**src/rtl/update_queue.sv**
```systemverilog
// Buffers edge-weight updates and issues them one per container job; a pushed entry reaches RUN 2 cycles after accept.
// Backpressure: wr_ready = !full; a push while full is dropped and flagged by sticky overflow.
`ifndef PRED_WIDTH
`define PRED_WIDTH 7
`endif
`ifndef WEIGHT_WIDTH
`define WEIGHT_WIDTH 15
`endif

module update_queue #(
   parameter int DEPTH          = 16,
   parameter int TIMEOUT_CYCLES = 65536
) (
   input  logic                       clk,
   input  logic                       reset_n,
   input  logic                       wr_valid,
   output logic                       wr_ready,
   input  logic [`PRED_WIDTH:0]       wr_src,
   input  logic [`PRED_WIDTH:0]       wr_dst,
   input  logic [`WEIGHT_WIDTH:0]     wr_e,
   input  logic [`PRED_WIDTH:0]       cfg_src,
   input  logic                       container_done,
   output logic                       container_reset,
   output logic [`PRED_WIDTH:0]       src,
   output logic [`PRED_WIDTH:0]       u_src,
   output logic [`PRED_WIDTH:0]       u_dst,
   output logic [`WEIGHT_WIDTH:0]     u_e,
   output logic                       busy,
   output logic [$clog2(DEPTH):0]     fill,
   output logic [15:0]                jobs_done,
   output logic                       overflow,
   output logic                       timeout
);
   localparam int AW = $clog2(DEPTH);
   localparam logic [31:0] WD_LAST = (TIMEOUT_CYCLES == 0) ? 32'd0 : 32'(TIMEOUT_CYCLES - 1);

   typedef struct packed {
      logic [`PRED_WIDTH:0]   src;
      logic [`PRED_WIDTH:0]   dst;
      logic [`WEIGHT_WIDTH:0] e;
   } upd_t;

   typedef enum logic [1:0] {S_IDLE, S_LOAD, S_RUN} state_t;

   state_t               state_q, state_d;
   upd_t                 mem_q [DEPTH];
   upd_t                 cur_q, cur_d;
   logic [`PRED_WIDTH:0] src_q, src_d;
   logic [AW-1:0]        wptr_q, rptr_q;
   logic [AW:0]          fill_q, fill_d;
   logic [15:0]          jobs_q, jobs_d;
   logic [31:0]          wd_q, wd_d;
   logic                 ovf_q, tmo_q, tmo_d;
   logic                 full, push, pop;

   assign full = (fill_q == (AW+1)'(DEPTH));
   assign push = wr_valid && !full;

   always_comb begin
      state_d = state_q;
      cur_d   = cur_q;
      src_d   = src_q;
      jobs_d  = jobs_q;
      wd_d    = wd_q;
      tmo_d   = tmo_q;
      pop     = 1'b0;
      unique case (state_q)
         S_IDLE: begin
            if (fill_q != '0) begin
               pop     = 1'b1;
               cur_d   = mem_q[rptr_q];
               src_d   = cfg_src;
               state_d = S_LOAD;
            end
         end
         S_LOAD: begin
            wd_d    = 32'd0;
            state_d = S_RUN;
         end
         S_RUN: begin
            wd_d = wd_q + 32'd1;
            // done takes priority over a watchdog expiry in the same cycle
            if (container_done) begin
               jobs_d  = jobs_q + 16'd1;
               state_d = S_IDLE;
            end else if (TIMEOUT_CYCLES != 0 && wd_q == WD_LAST) begin
               tmo_d   = 1'b1;
               state_d = S_IDLE;
            end
         end
         default: state_d = S_IDLE;
      endcase
   end

   always_comb begin
      fill_d = fill_q;
      case ({push, pop})
         2'b10:   fill_d = fill_q + (AW+1)'(1);
         2'b01:   fill_d = fill_q - (AW+1)'(1);
         default: fill_d = fill_q;
      endcase
   end

   always_ff @(posedge clk) begin
      if (push) mem_q[wptr_q] <= '{src: wr_src, dst: wr_dst, e: wr_e};
   end

   always_ff @(posedge clk or negedge reset_n) begin
      if (!reset_n) begin
         state_q <= S_IDLE;
         cur_q   <= '0;
         src_q   <= '0;
         wptr_q  <= '0;
         rptr_q  <= '0;
         fill_q  <= '0;
         jobs_q  <= '0;
         wd_q    <= '0;
         ovf_q   <= 1'b0;
         tmo_q   <= 1'b0;
      end else begin
         state_q <= state_d;
         cur_q   <= cur_d;
         src_q   <= src_d;
         fill_q  <= fill_d;
         jobs_q  <= jobs_d;
         wd_q    <= wd_d;
         tmo_q   <= tmo_d;
         ovf_q   <= ovf_q | (wr_valid & full);
         if (push) wptr_q <= wptr_q + AW'(1);
         if (pop)  rptr_q <= rptr_q + AW'(1);
      end
   end

   assign wr_ready        = !full;
   assign container_reset = (state_q != S_RUN);
   assign busy            = (state_q != S_IDLE) || (fill_q != '0);
   assign fill            = fill_q;
   assign src             = src_q;
   assign u_src           = cur_q.src;
   assign u_dst           = cur_q.dst;
   assign u_e             = cur_q.e;
   assign jobs_done       = jobs_q;
   assign overflow        = ovf_q;
   assign timeout         = tmo_q;
endmodule

```
**config.mk**
```make
export PLATFORM = sky130hd
export DESIGN_NAME = update_queue
export DESIGN_NICKNAME = d
export VERILOG_FILES = /design/src/rtl/update_queue.sv
export SDC_FILE = /design/constraint.sdc
export NUM_CORES = 1
export LEC_CHECK = 0
export ABC_AREA = 1
export CAP_MARGIN = 15
export CORE_MARGIN = 2
export CORE_UTILIZATION = 40
export CTS_CLUSTER_SIZE = 30
export DETAILED_ROUTE_END_ITERATION = 6
export DONT_BUFFER_PORTS = 1
export GPL_TIMING_DRIVEN = 0
export PLACE_DENSITY = 0.56
export SLEW_MARGIN = 20
export SYNTH_ARGS = -nofsm -noshare
export SYNTH_HDL_FRONTEND = slang
export SYNTH_SLANG_ARGS = --single-unit
```
**constraint.sdc**
```tcl
create_clock -name clk -period 2.6 [get_ports clk]
set_clock_uncertainty 0.05 [all_clocks]
set_input_delay 0.26 -clock clk [delete_from_list [all_inputs] [get_ports clk]]
set_output_delay 0.26 -clock clk [all_outputs]
set_load 0.02 [all_outputs]
```
== Word level (Yosys, flattened, before mapping) ==
Memory sizes are Yosys's and may differ from the RTL's. A register that Yosys moved wholly into a read port is not among the register bits.
Index checks and enable logic that the tools add are counted.
Widths: inputs -> output; s select.
Storage, ports and cells
  bits in registers: 73
  latch bits: 0
  RAM bits: 512
  bits in read-only memories: 0
  input port bits: 44
  output and inout bits: 66
  logic and storage cells: 51
  memories: 1
Memory list
  mem_q: depth 16, width 32, rd ports 1, clocked after Yosys merged registers in 1, write ports 1, line 46  | upd_t mem_q [DEPTH];
Operators by class
  $add $sub $neg: 6
  multipliers: 0
  div/mod/pow operators: 0
  order comparisons: 0
  equality and inequality tests: 9
  shifts and indexed selects: 0
  mux-type cells: 10
  bitwise gates (word level): 3
  reductions and logical operators: 13
Operators by type and width (number)
  $pmux 32 s2: 1
  $add 32x1->32 const B: 1
  $eq 32x16->1 const B: 1
  $add 16x1->16 const B: 1
  $pmux 5 s2: 1
  $add 4x1->4 const B: 2
  $mux 2: 3
  $pmux 2 s3: 1
  $reduce_and 2->1: 3
  $reduce_bool 2->1: 3
  $add 5x1->5 const B: 1
  $eq 5x5->1 const B: 1
  $reduce_bool 5->1: 1
  $sub 5x1->5 const B: 1
  $eq 2x1->1 const B: 2
  $eq 2x2->1 const B: 2
  $mux 1: 4
  $ne 2x2->1 const B: 2
  $ne 3x3->1 const B: 1
  $reduce_and 3->1: 1
  $logic_not 1->1: 2
  $logic_not 2->1: 1
  $and 1x1->1: 1
  $logic_and 1x1->1: 1
  other kinds (3): 3

== Depth between registers and ports, before layout ==
Gate-level depths: netlist of run 1.
  depth after elaboration: 5
  mapped depth: 17
  gate-level depth less buffers: 15

== Least setup slack after synthesis of run 1 ==
No wires, ideal clock.
  path type: register to register
  from: register fill_q[2], in the netlist fill[2]
  to: memory mem_q[0][0] (netlist bit) (enable)
  setup time: 421 ps
  data arrival time: 2690 ps
  data required time: 2129 ps
  path slack: -561 ps
  stages on the path, launching flop included: 7
  path buffers: 0
  clock period less this slack: 3161 ps
  cells stage by stage: dfrtp_1 -> nor2_1 -> nand4_1 -> nand2_1 -> inv_1 -> nand2_1 -> nor2_1
On the way
  word-level cells in the longest chain between the ends: 5
RTL lines
  from (decl): line 50  | logic [AW:0] fill_q, fill_d;
  from (signal assigned): line 124  | fill_q <= fill_d;
  $eq 5x5->1: line 56  | assign full = (fill_q == (AW+1)'(DEPTH));
  $logic_not 1->1
  net wr_ready: line 17  | output logic wr_ready,
  $logic_and 1x1->1: line 57  | assign push = wr_valid && !full;
  $mux 1: line 105  | if (push) mem_q[wptr_q] <= '{src: wr_src, dst: wr_dst, e: wr_e};
  $mux 1 (implied by the code): line 105
  to (decl): line 46
The timed path passes the listed nets, and every way through them passes these cells.

== Worst setup path in the final report of run 1 ==
  from: register fill_q[2], in the netlist fill[2]
  to: memory mem_q[1][2] (netlist bit) (enable)
The elaborated chain is that of the path after synthesis.

==> run_results.csv, run 1 <==
group,metric,value,unit
outcome,status,"completed",
die,dieArea,66020,um^2
cts,clockBufferDepth,3,
placement,hpwlAfterDp,47110,um
die,fp.dieH,256.9,um
synthesis,ys_seq_elements,617,
finish,fin_util,0.4813,
sta,rsz0062_at_grt,"true",
synthesis,synth_edf_count,512,
worst_setup_path,reg2reg_from,"fill[2]",
cts,path_clk_slew,0.06,ns
placement,place_congestion,0.8556,
global_route,grt_max_degree,106,
worst_setup_path,path_depth,9,
cts,cts_tree,"done",
synthesis,seq_area_frac_synth,0.7034,
worst_hold_path,hp-class,"input port to async pin",
worst_setup_path,crit_chain,"nor2_4 > nand4_1 > nand2_2 > buf_4 > inv_1 > nand2_1 > nor2_4 > buf_12 > buf_16",
worst_setup_path,r2r_end,"mem_q[1][2]",
die,initial_utilization,0.4050,
synthesis,async_flop_share,0.1702,
sta,maxSlewHeadroom,0.3383,
pwr,power,34.21,mW
worst_setup_path,start_kind,"flop",
routing,drt_wl_total,69310,um
sta,min_period_over_period,0.9933,
synthesis,yosys_most_used_dff,"edfxtp_1",
cts,cts_max_level,3,
finish,final_common_cell,"nand2_1",
global_route,antenna_found_initial,4,
sta,final_max_slew_viol_count,0,
worst_setup_path,critPathTopFamily,"simple AND/OR/NAND/NOR gates",
worst_setup_path,reg2reg_depth,9,
global_route,grt_pass1_wl,103700,um
flow_run,maxCapViolCount,0,
global_route,grt_pass1_vias,16993,
finish,area_growth,18.85,%
worst_setup_path,crit_type,"flop to flop",
worst_setup_path,crit_path_max_incr_delay,0.50,ns
cts,clock-sinks,617,
synthesis,syn_nets,2323,
pwr,peakVddDrop,0.0005893,V
sta,finalSetupViolCount,0,
synthesis,ys_types,39,
worst_setup_path,crit_top_cell,"nor2_4",
sta,layout_min_cycle_time,2.583,ns
synthesis,synth.avg_cell_area,11.30,um^2
worst_setup_path,rrSetupSlack,0.02,ns
global_route,grt_usage,0.2093,
routing,routedWlPerCell,20.84,um
cts,cts_inserted_buffers,70,
routing,drtIter0Drc,1482,
die,core_area,63200,um^2
synthesis,ys_warn_count,0,
sta,hold_viol,0,
cts,root_buffer,"clkbuf_16",
routing,drtAntennaViolNets,0,
die,rows,92,
finish,layout_common_cells,"nand2_1 (797), edfxtp_1 (512), nand3_1 (295)",
finish,nets,2481,
routing,drc,0,
pwr,power_density,1125,nW/um^2
worst_setup_path,critPathBufInv,4,
global_route,grt_overflow,0,
pwr,p_leak,11.61,nW
cts,clkLatencyLatePin,0.60,ns
routing,vias,17194,
routing,dr.pass1.iters,7,
synthesis,syn_inst,2265,
die,die_w,256.9,um
worst_setup_path,crit_arrival,2.88,ns
synthesis,synth_area,25590,um^2
worst_setup_path,required,2.89,ns
worst_setup_path,crit_path_end_kind,"flop",
worst_setup_path,slowest_stage,"dfrtp_2",
worst_setup_path,crit_fanout,18,
sta,worst_slew_pin_slew,0.9926,ns
sta,setup-tns-final,0,ns
routing,routed_via_density,5.170,
die,ios,110,
finish,drive_gt1_frac,0.1167,
placement,numPortBuffers,0,
sta,max_freq,387.2,MHz
## metal layers
| metal | track usage | wire length [um] |
|---|---|---|
| met1 | 0.2779 | 29540 |
| met2 | 0.3506 | 33460 |
| met3 | 0.03566 | 4320 |
| met4 | 0.06702 | 1937 |
| met5 | 0 | 54 |
## registers in the layout, indices dropped and copies added, names as in the netlist, 5 cells and up
name       cells
u_e           16
wd_q          32
jobs_done     16
u_src          8
src            8
u_dst          8
fill           5
mem_q        512
## Yosys cell counts (2+ instances only)
| master | number | area (um^2) |
|---|---|---|
| a21boi_0 | 24 | 180.2 |
| a21oi_1 | 92 | 460.4 |
| buf_1 | 9 | 33.78 |
| buf_2 | 65 | 325.3 |
| buf_4 | 20 | 150.1 |
| buf_6 | 2 | 22.52 |
| clkbuf_1 | 15 | 56.30 |
| dfrtp_1 | 105 | 2628 |
| edfxtp_1 | 512 | 15370 |
| ha_1 | 14 | 175.2 |
| inv_1 | 67 | 251.5 |
| inv_2 | 3 | 11.26 |
| inv_4 | 2 | 12.51 |
| nand2_1 | 799 | 2999 |
| nand2_2 | 4 | 25.02 |
| nand2_4 | 2 | 22.52 |
| nand3_1 | 295 | 1476 |
| nand3_2 | 3 | 30.03 |
| nand3b_1 | 27 | 202.7 |
| nand4_1 | 11 | 68.82 |
| nor2_1 | 90 | 337.8 |
| nor2_2 | 10 | 62.56 |
| nor3_1 | 14 | 70.07 |
| o211ai_1 | 24 | 180.2 |
| o21ai_0 | 20 | 100.1 |
| o21ai_1 | 2 | 10.01 |
| or2_2 | 2 | 12.51 |
| xnor2_1 | 3 | 26.28 |
| xor2_1 | 19 | 166.4 |
## final cells by class
class                   count  area [um^2]
clock buffers              87         1868
fillers                  5584        32780
plain buffers             111        611.8
clock inverters            39        365.4
diodes                      3        7.507
well taps                 846         1059
multi-input cells        1464         6885
repair buffers             87         1334
inverters                  72        277.8
flip-flops and latches    617        18010
## how the worst max path moves through the flow
stage | startpoint | endpoint | slack (ns)
finish | fill[2] | mem_q[1][2] | 0.02
global route | fill[2] | mem_q[0][29] | -0.12
CTS | fill[3] | fill[4] | -0.06
detailed placement | fill[2] | fill[4] | -0.82
global placement | fill[2] | mem_q[1][29] | -1.52
floorplan | fill[2] | mem_q[0][0] | -0.08
## stage by stage
step	std cells	setup WS, ns	hold slack [ns]	area [um^2]
5_1_grt	3323	-0.1248	0.2541	30410
3_5_place_dp	3129	-0.8194	-0.08217	27260
6_report	3326	0.01738	0.2023	30420
3_3_place_gp	3111	-1.516	-0.08233	26700
4_1_cts	3320	-0.05830	0.2286	30360
2_1_floorplan	2265	-0.07951	-0.08559	25640
## worst reg2reg max path: cells and delay by family, from the launching register on
kind | cells | cell delay (ns)
buf+inv | 4 | 0.54
flops | 1 | 0.50
simple gates | 5 | 1.22
## logic make-up after synthesis
group           count (synthesis)  share of synthesized area
xor+xnor                       22                   0.007529
flops                         617                     0.7034
buf+inv                       184                    0.03427
compound gates                164                    0.03696
fa+ha+maj                      14                   0.006845
simple gates                 1264                     0.2110
## power by group
group | switching (mW) | leakage (nW) | total (mW) | internal [mW]
clock | 3.91 | 1.08 | 9.62 | 5.70
sequential | 1.05 | 5.96 | 13.1 | 12.0
combinational | 8.09 | 4.57 | 11.5 | 3.46
total | 13.1 | 11.6 | 34.2 | 21.2
## what timing repair did
action                                  in CTS  in global routing
setup buffers                               21                  4
cloned                                       0                  0
endpoints found under the setup margin     517                 36
pin swaps                                   19                  7
hold endpoints to repair                   644                  0
resized for setup                           17                  4
hold buffers                                44                  0
Note: power is estimated with default switching activity, not from simulation.
==> run 2, diff against run 1 <==
- DONT_BUFFER_PORTS: 1 -> unset
- PLACE_DENSITY: 0.56 -> 0.59
==> run 2 against run 1 <==
Sequential cell count stayed put. Clock power is 3.4% lower. Wire length is 2.2% lower. Maximum frequency is 5.0% higher. Critical path depth is 7 higher. Final cell count is 1.9% higher. Critical endpoint is now fill[4]. Largest power group is now combinational cells.
==> run_results.csv, run 2 (synthesis results as in run 1) <==
group,metric,value,unit
worst_setup_path,crit_path_max_incr_delay,0.44,ns
worst_setup_path,crit_arrival,2.89,ns
routing,vias,17417,
sta,rsz0062_at_grt,"false",
global_route,grt_pass1_vias,17111,
outcome,status,"completed",
worst_setup_path,required,3.03,ns
cts,cts_tree,"done",
die,core_area,63200,um^2
sta,finalSetupViolCount,0,
worst_setup_path,slowest_stage,"dfrtp_2",
worst_setup_path,crit_top_cell,"nand2_1",
die,ios,110,
die,dieArea,66020,um^2
routing,drtIter0Drc,1458,
pwr,power_density,1120,nW/um^2
finish,fill_cells,5500,
pwr,power,34.63,mW
worst_setup_path,r2r_end,"fill[4]",
sta,min_period_over_period,0.9456,
finish,final_area,30930,um^2
sta,maxSlewHeadroom,0.3644,
global_route,grt_usage,0.2055,
worst_setup_path,crit_path_end_kind,"flop",
global_route,grt_max_degree,58,
sta,hold_viol,0,
sta,worst_slew_pin_slew,0.9534,ns
routing,drtAntennaViolNets,0,
flow_run,maxCapViolCount,0,
cts,path_clk_slew,0.06,ns
routing,drt_wl_total,67770,um
pwr,p_leak,11.81,nW
sta,layout_min_cycle_time,2.459,ns
finish,area_growth,20.84,%
worst_setup_path,crit_chain,"nor2_4 > nand4_1 > nand2_4 > inv_12 > ha_2 > buf_6 > xor2_2 > ha_2 > a21oi_2 > nor2_2 > nand2_1 > nand2_1 > nand2_1 > nand2_1 > nand2_1 > nand2_1",
die,rows,92,
worst_setup_path,reg2reg_depth,16,
finish,seqCellArea,18010,um^2
sta,whs,0.1444,ns
pwr,peakVddDrop,0.0007767,V
finish,largest_reg_flops,512,
placement,hpwlAfterDp,46670,um
placement,place_congestion,0.8688,
worst_setup_path,crit_fanout,7,
global_route,antenna_found_initial,1,
worst_hold_path,hp-class,"input port to async pin",
global_route,grt-busiest-layer,"met2",
routing,dr.pass1.iters,5,
cts,clock-sinks,617,
die,fp.dieH,256.9,um
worst_setup_path,start_kind,"flop",
finish,num_antenna_cells,0,
worst_setup_path,rrSetupSlack,0.14,ns
die,initial_utilization,0.4050,
cts,cts_inserted_buffers,68,
cts,root_buffer,"clkbuf_16",
finish,drive_gt1_frac,0.1136,
cts,clockBufferDepth,3,
finish,layout_common_cells,"nand2_1 (799), edfxtp_1 (512), nand3_1 (295)",
cts,clkLatencyLatePin,0.61,ns
global_route,grt_overflow,0,
sta,setup-tns-final,0,ns
global_route,use_met1,0.2713,
global_route,gr-usage-met3,0.03733,
routing,routed_via_density,5.139,
finish,final_cells,3389,
finish,multi_input_area,6864,um^2
routing,routedWlPerCell,20.00,um
global_route,grt_pass1_wl,102300,um
finish,top_register,"mem_q",
cts,cts_max_level,3,
global_route,use_met2,0.3419,
sta,final_max_slew_viol_count,0,
placement,numPortBuffers,109,
sta,max_freq,406.7,MHz
worst_setup_path,reg2reg_from,"fill[2]",
worst_setup_path,crit_type,"flop to flop",
placement,placedInstanceArea,28300,um^2
finish,final_common_cell,"nand2_1",
finish,nets,2546,
die,die_w,256.9,um
finish,largestRegisters,"mem_q: 512 flops, wd_q: 32 flops",
routing,drc,0,
placement,dpl.cell_count,3237,
[run 2: cell types whose count changed in the layout (fill, tap and decap cells not counted), moves of 3 or more]
| cell | change |
|---|---|
| clkbuf_1 | +4 |
| diode_2 | -3 |
| clkinvlp_4 | -3 |
| clkbuf_8 | +5 |
| clkdlybuf4s50_1 | +107 |
| clkinv_2 | +6 |
| dlygate4sd3_1 | -42 |
| buf_16 | -5 |
| bufinv_16 | -3 |
| clkinv_1 | -7 |
[run 2: where the power goes]
part           switching (mW)  total (mW)  leakage (nW)  internal, mW
Sequential              0.499        12.5          5.96          12.0
Clock                    3.85        9.29          1.07          5.44
Combinational            8.73        12.8          4.78          4.11
Total                    13.1        34.6          11.8          21.6
[run 2: per-stage QoR]
| stage | utilization | setup slack (ns) |
|---|---|---|
| after floorplan | - | -0.07951 |
| after global placement | 0.4397 | -3.402 |
| after detailed placement | 0.4478 | -0.6976 |
| after CTS | 0.4880 | -0.007849 |
| after global routing | 0.4894 | 0.01242 |
| final | 0.4894 | 0.1414 |
[run 2: layout make-up]
cell class,instances,share of cell area
buffer,111,0.01950
clock buffer,94,0.06150
clock inverter,31,0.008496
inverter,72,0.009305
multi-input combinational,1464,0.2220
sequential,617,0.5822
tap,846,0.03423
timing repair buffer,154,0.06279
[run 2: how the worst max path moves through the flow]
stage | start | endpoint | slack [ns] | cells past startpoint
2_1_floorplan | fill[2] | mem_q[0][0] | -0.08 | 6
3_3_place_gp | reset_n | u_e[8] | -3.40 | 1
3_5_place_dp | fill[2] | fill[4] | -0.70 | 17
4_1_cts | fill[2] | fill[4] | -0.008 | 15
5_1_grt | fill[2] | fill[4] | 0.01 | 16
6_report | fill[2] | fill[4] | 0.14 | 16
[run 2: worst max-delay path, delay by kind of cell (launching register included)]
kind | cells | cell delay (ns)
buf+inv | 2 | 0.20
xor+xnor | 1 | 0.17
fa+ha+maj | 2 | 0.35
compound gates | 1 | 0.13
simple gates | 10 | 0.99
flops | 1 | 0.44
[run 2: per-layer routing]
metal | up-vias | part of all wire
met2 | 644 | 0.48
met3 | 137 | 0.066
met4 | 0 | 0.029
met5 | - | 0
li1 | 8243 | -
met1 | 8393 | 0.42
[run 2: what timing repair did]
action,CTS,global route
setup buffers,18,9
gates resized for setup,13,5
hold buffers,1,0
setup endpoints to repair,286,3
hold endpoints to repair,48,0
pin swaps,19,4
==> run 3, diff against run 2 <==
- SKIP_LAST_GASP: unset -> 1
==> run 3 against run 2 <==
Critical path type unchanged. First-iteration DRC count increased by 6.7%. Power about the same. Sequential cell count unchanged. Via count increased by 0.10%. Global-route usage about the same. Wire length about the same. Sequential power about the same. Count of clock-buffer cells in the layout unchanged. Register-to-register slack improved by 0.05 ns. Die area unchanged. Hold slack improved by 0.0032 ns. Non-clock buffer count unchanged.
==> run_results.csv, run 3 (synthesis results as in run 1) <==
group,metric,value,unit
outcome,status,"completed",
worst_setup_path,crit_fanout,7,
finish,largestRegisters,"mem_q: 512 flops, wd_q: 32 flops",
placement,hpwlAfterDp,46670,um
finish,final_area,30930,um^2
pwr,power.share.switching,0.3775,
die,rows,92,
routing,dr.pass1.iters,6,
pwr,p_leak,11.81,nW
pwr,p_int,21.56,mW
worst_setup_path,start_kind,"flop",
sta,hold_viol,0,
global_route,grt_overflow,0,
placement,place_congestion,0.8688,
routing,routed_via_density,5.145,
sta,rsz0062_at_grt,"false",
finish,area_growth,20.85,%
global_route,antenna_found_initial,1,
cts,cts_max_level,3,
cts,clock-sinks,617,
die,fp.dieH,256.9,um
cts,clockBufferDepth,3,
pwr,power_density,1120,nW/um^2
worst_hold_path,hp-class,"input port to async pin",
pwr,p_seq_frac,0.361,
worst_setup_path,required,3.04,ns
sta,max_freq,414.3,MHz
global_route,grt_pass1_vias,17111,
pwr,pwr-share-clk,0.269,
routing,drc,0,
finish,final_cells,3389,
die,core_area,63200,um^2
finish,drive_gt1_frac,0.1133,
finish,nets,2546,
worst_setup_path,crit_path_end_kind,"flop",
routing,routedWlPerCell,20.00,um
die,die_w,256.9,um
sta,finalSetupViolCount,0,
placement,placedInstanceArea,28300,um^2
routing,drtAntennaViolNets,0,
cts,cts_inserted_buffers,68,
sta,layout_min_cycle_time,2.413,ns
placement,dpl.cell_count,3237,
routing,vias,17435,
routing,drt_wl_total,67790,um
pwr,comb_power_share,0.370,
global_route,grt_usage,0.2055,
sta,min_period_over_period,0.9282,
sta,final_max_slew_viol_count,0,
flow_run,maxCapViolCount,0,
die,ios,110,
sta,maxSlewHeadroom,0.3647,
cts,path_clk_slew,0.06,ns
pwr,peakVddDrop,0.0007782,V
cts,clkLatencyLatePin,0.61,ns
cts,cts_tree,"done",
placement,numPortBuffers,109,
die,initial_utilization,0.4050,
routing,drtIter0Drc,1555,
die,dieArea,66020,um^2
global_route,grt_pass1_wl,102300,um
finish,final_common_cell,"nand2_1",
global_route,grt_max_degree,58,
finish,fill_cells,5496,
finish,largest_reg_flops,512,
finish,top_register,"mem_q",
pwr,power.switching,13.07,mW
worst_setup_path,crit_arrival,2.85,ns
finish,num_antenna_cells,0,
sta,worst_slew_pin_slew,0.9530,ns
sta,setup-tns-final,0,ns
finish,fin_util,0.4894,
cts,root_buffer,"clkbuf_16",
worst_setup_path,crit_type,"flop to flop",
finish,layout_common_cells,"nand2_1 (799), edfxtp_1 (512), nand3_1 (295)",
==> run 3: per-stage QoR <==
stage | hold WS, ns | setup WS (ns) | power (mW)
floorplan | -0.08559 | -0.07951 | 20.00
global placement | 0.3966 | -3.402 | 24.66
detailed placement | 0.2165 | -0.6976 | 25.11
CTS | 0.1345 | -0.1709 | 34.61
global route | 0.1676 | 0.04568 | 36.48
finish | 0.1476 | 0.1866 | 34.63
==> run 3: final cells by class <==
class                   instances  area [um^2]  share of cell area
plain buffers                 110        591.8             0.01914
clock buffers                  94         1902             0.06149
repair buffers                155         1949             0.06303
inverters                      72        287.8            0.009305
clock inverters                31        262.8            0.008495
multi-input cells            1464         6869              0.2221
flip-flops and latches        617        18010              0.5822
well taps                     846         1059             0.03422
==> run 3: worst max-delay path, cell delays in order, from the launching register on <==
cell	delay [ns]
dfrtp_2	0.44
nor2_4	0.13
nand4_1	0.20
nand2_4	0.25
clkinv_8	0.12
ha_4	0.21
xor2_2	0.18
ha_1	0.19
a21oi_2	0.12
nor2_1	0.08
nand2_1	0.09
nand2_1	0.05
nand2_1	0.05
nand2_1	0.04
nand2_1	0.05
nand2_1	0.05
==> run 3: metal layers <==
layer	wire (um)	global-route usage	vias up	part of all wire
met5	0	0	-	0
met4	1934	0.07122	0	0.029
li1	-	-	8239	-
met2	32540	0.3419	655	0.48
met3	4776	0.03714	134	0.070
met1	28530	0.2714	8407	0.42
==> run 3: final timing paths <==
| check | from | to | slack, ns | cells after the start |
|---|---|---|---|---|
| max in group asynchronous | reset_n | fill[3] | 1.63 | 3 |
| max | fill[2] | fill[4] | 0.19 | 15 |
| max reg2reg | fill[2] | fill[4] | 0.19 | 15 |
| min reg2reg | timeout | timeout | 0.41 | 2 |
| min in group clk | cfg_src[0] | src[0] | 0.17 | 3 |
| min | reset_n | u_dst[7] | 0.15 | 2 |
==> run 3: power groups by stage <==
stage          clock, mW  combinational [mW]  sequential (mW)
2_1_floorplan          0                6.92             13.1
3_3_place_gp           0                11.9             12.7
3_5_place_dp           0                12.4             12.7
4_1_cts             9.46                12.6             12.5
5_1_grt             9.83                14.0             12.6
6_report            9.31                12.8             12.5
==> run 3: timing repair <==
action                                 in CTS  in global routing
endpoints found under the hold margin      48                  0
setup endpoints to repair                 286                  4
cloned                                      0                  0
setup buffers                              18                 10
pin swaps                                  18                  2
gates resized for setup                     5                 11
hold buffers                                1                  0
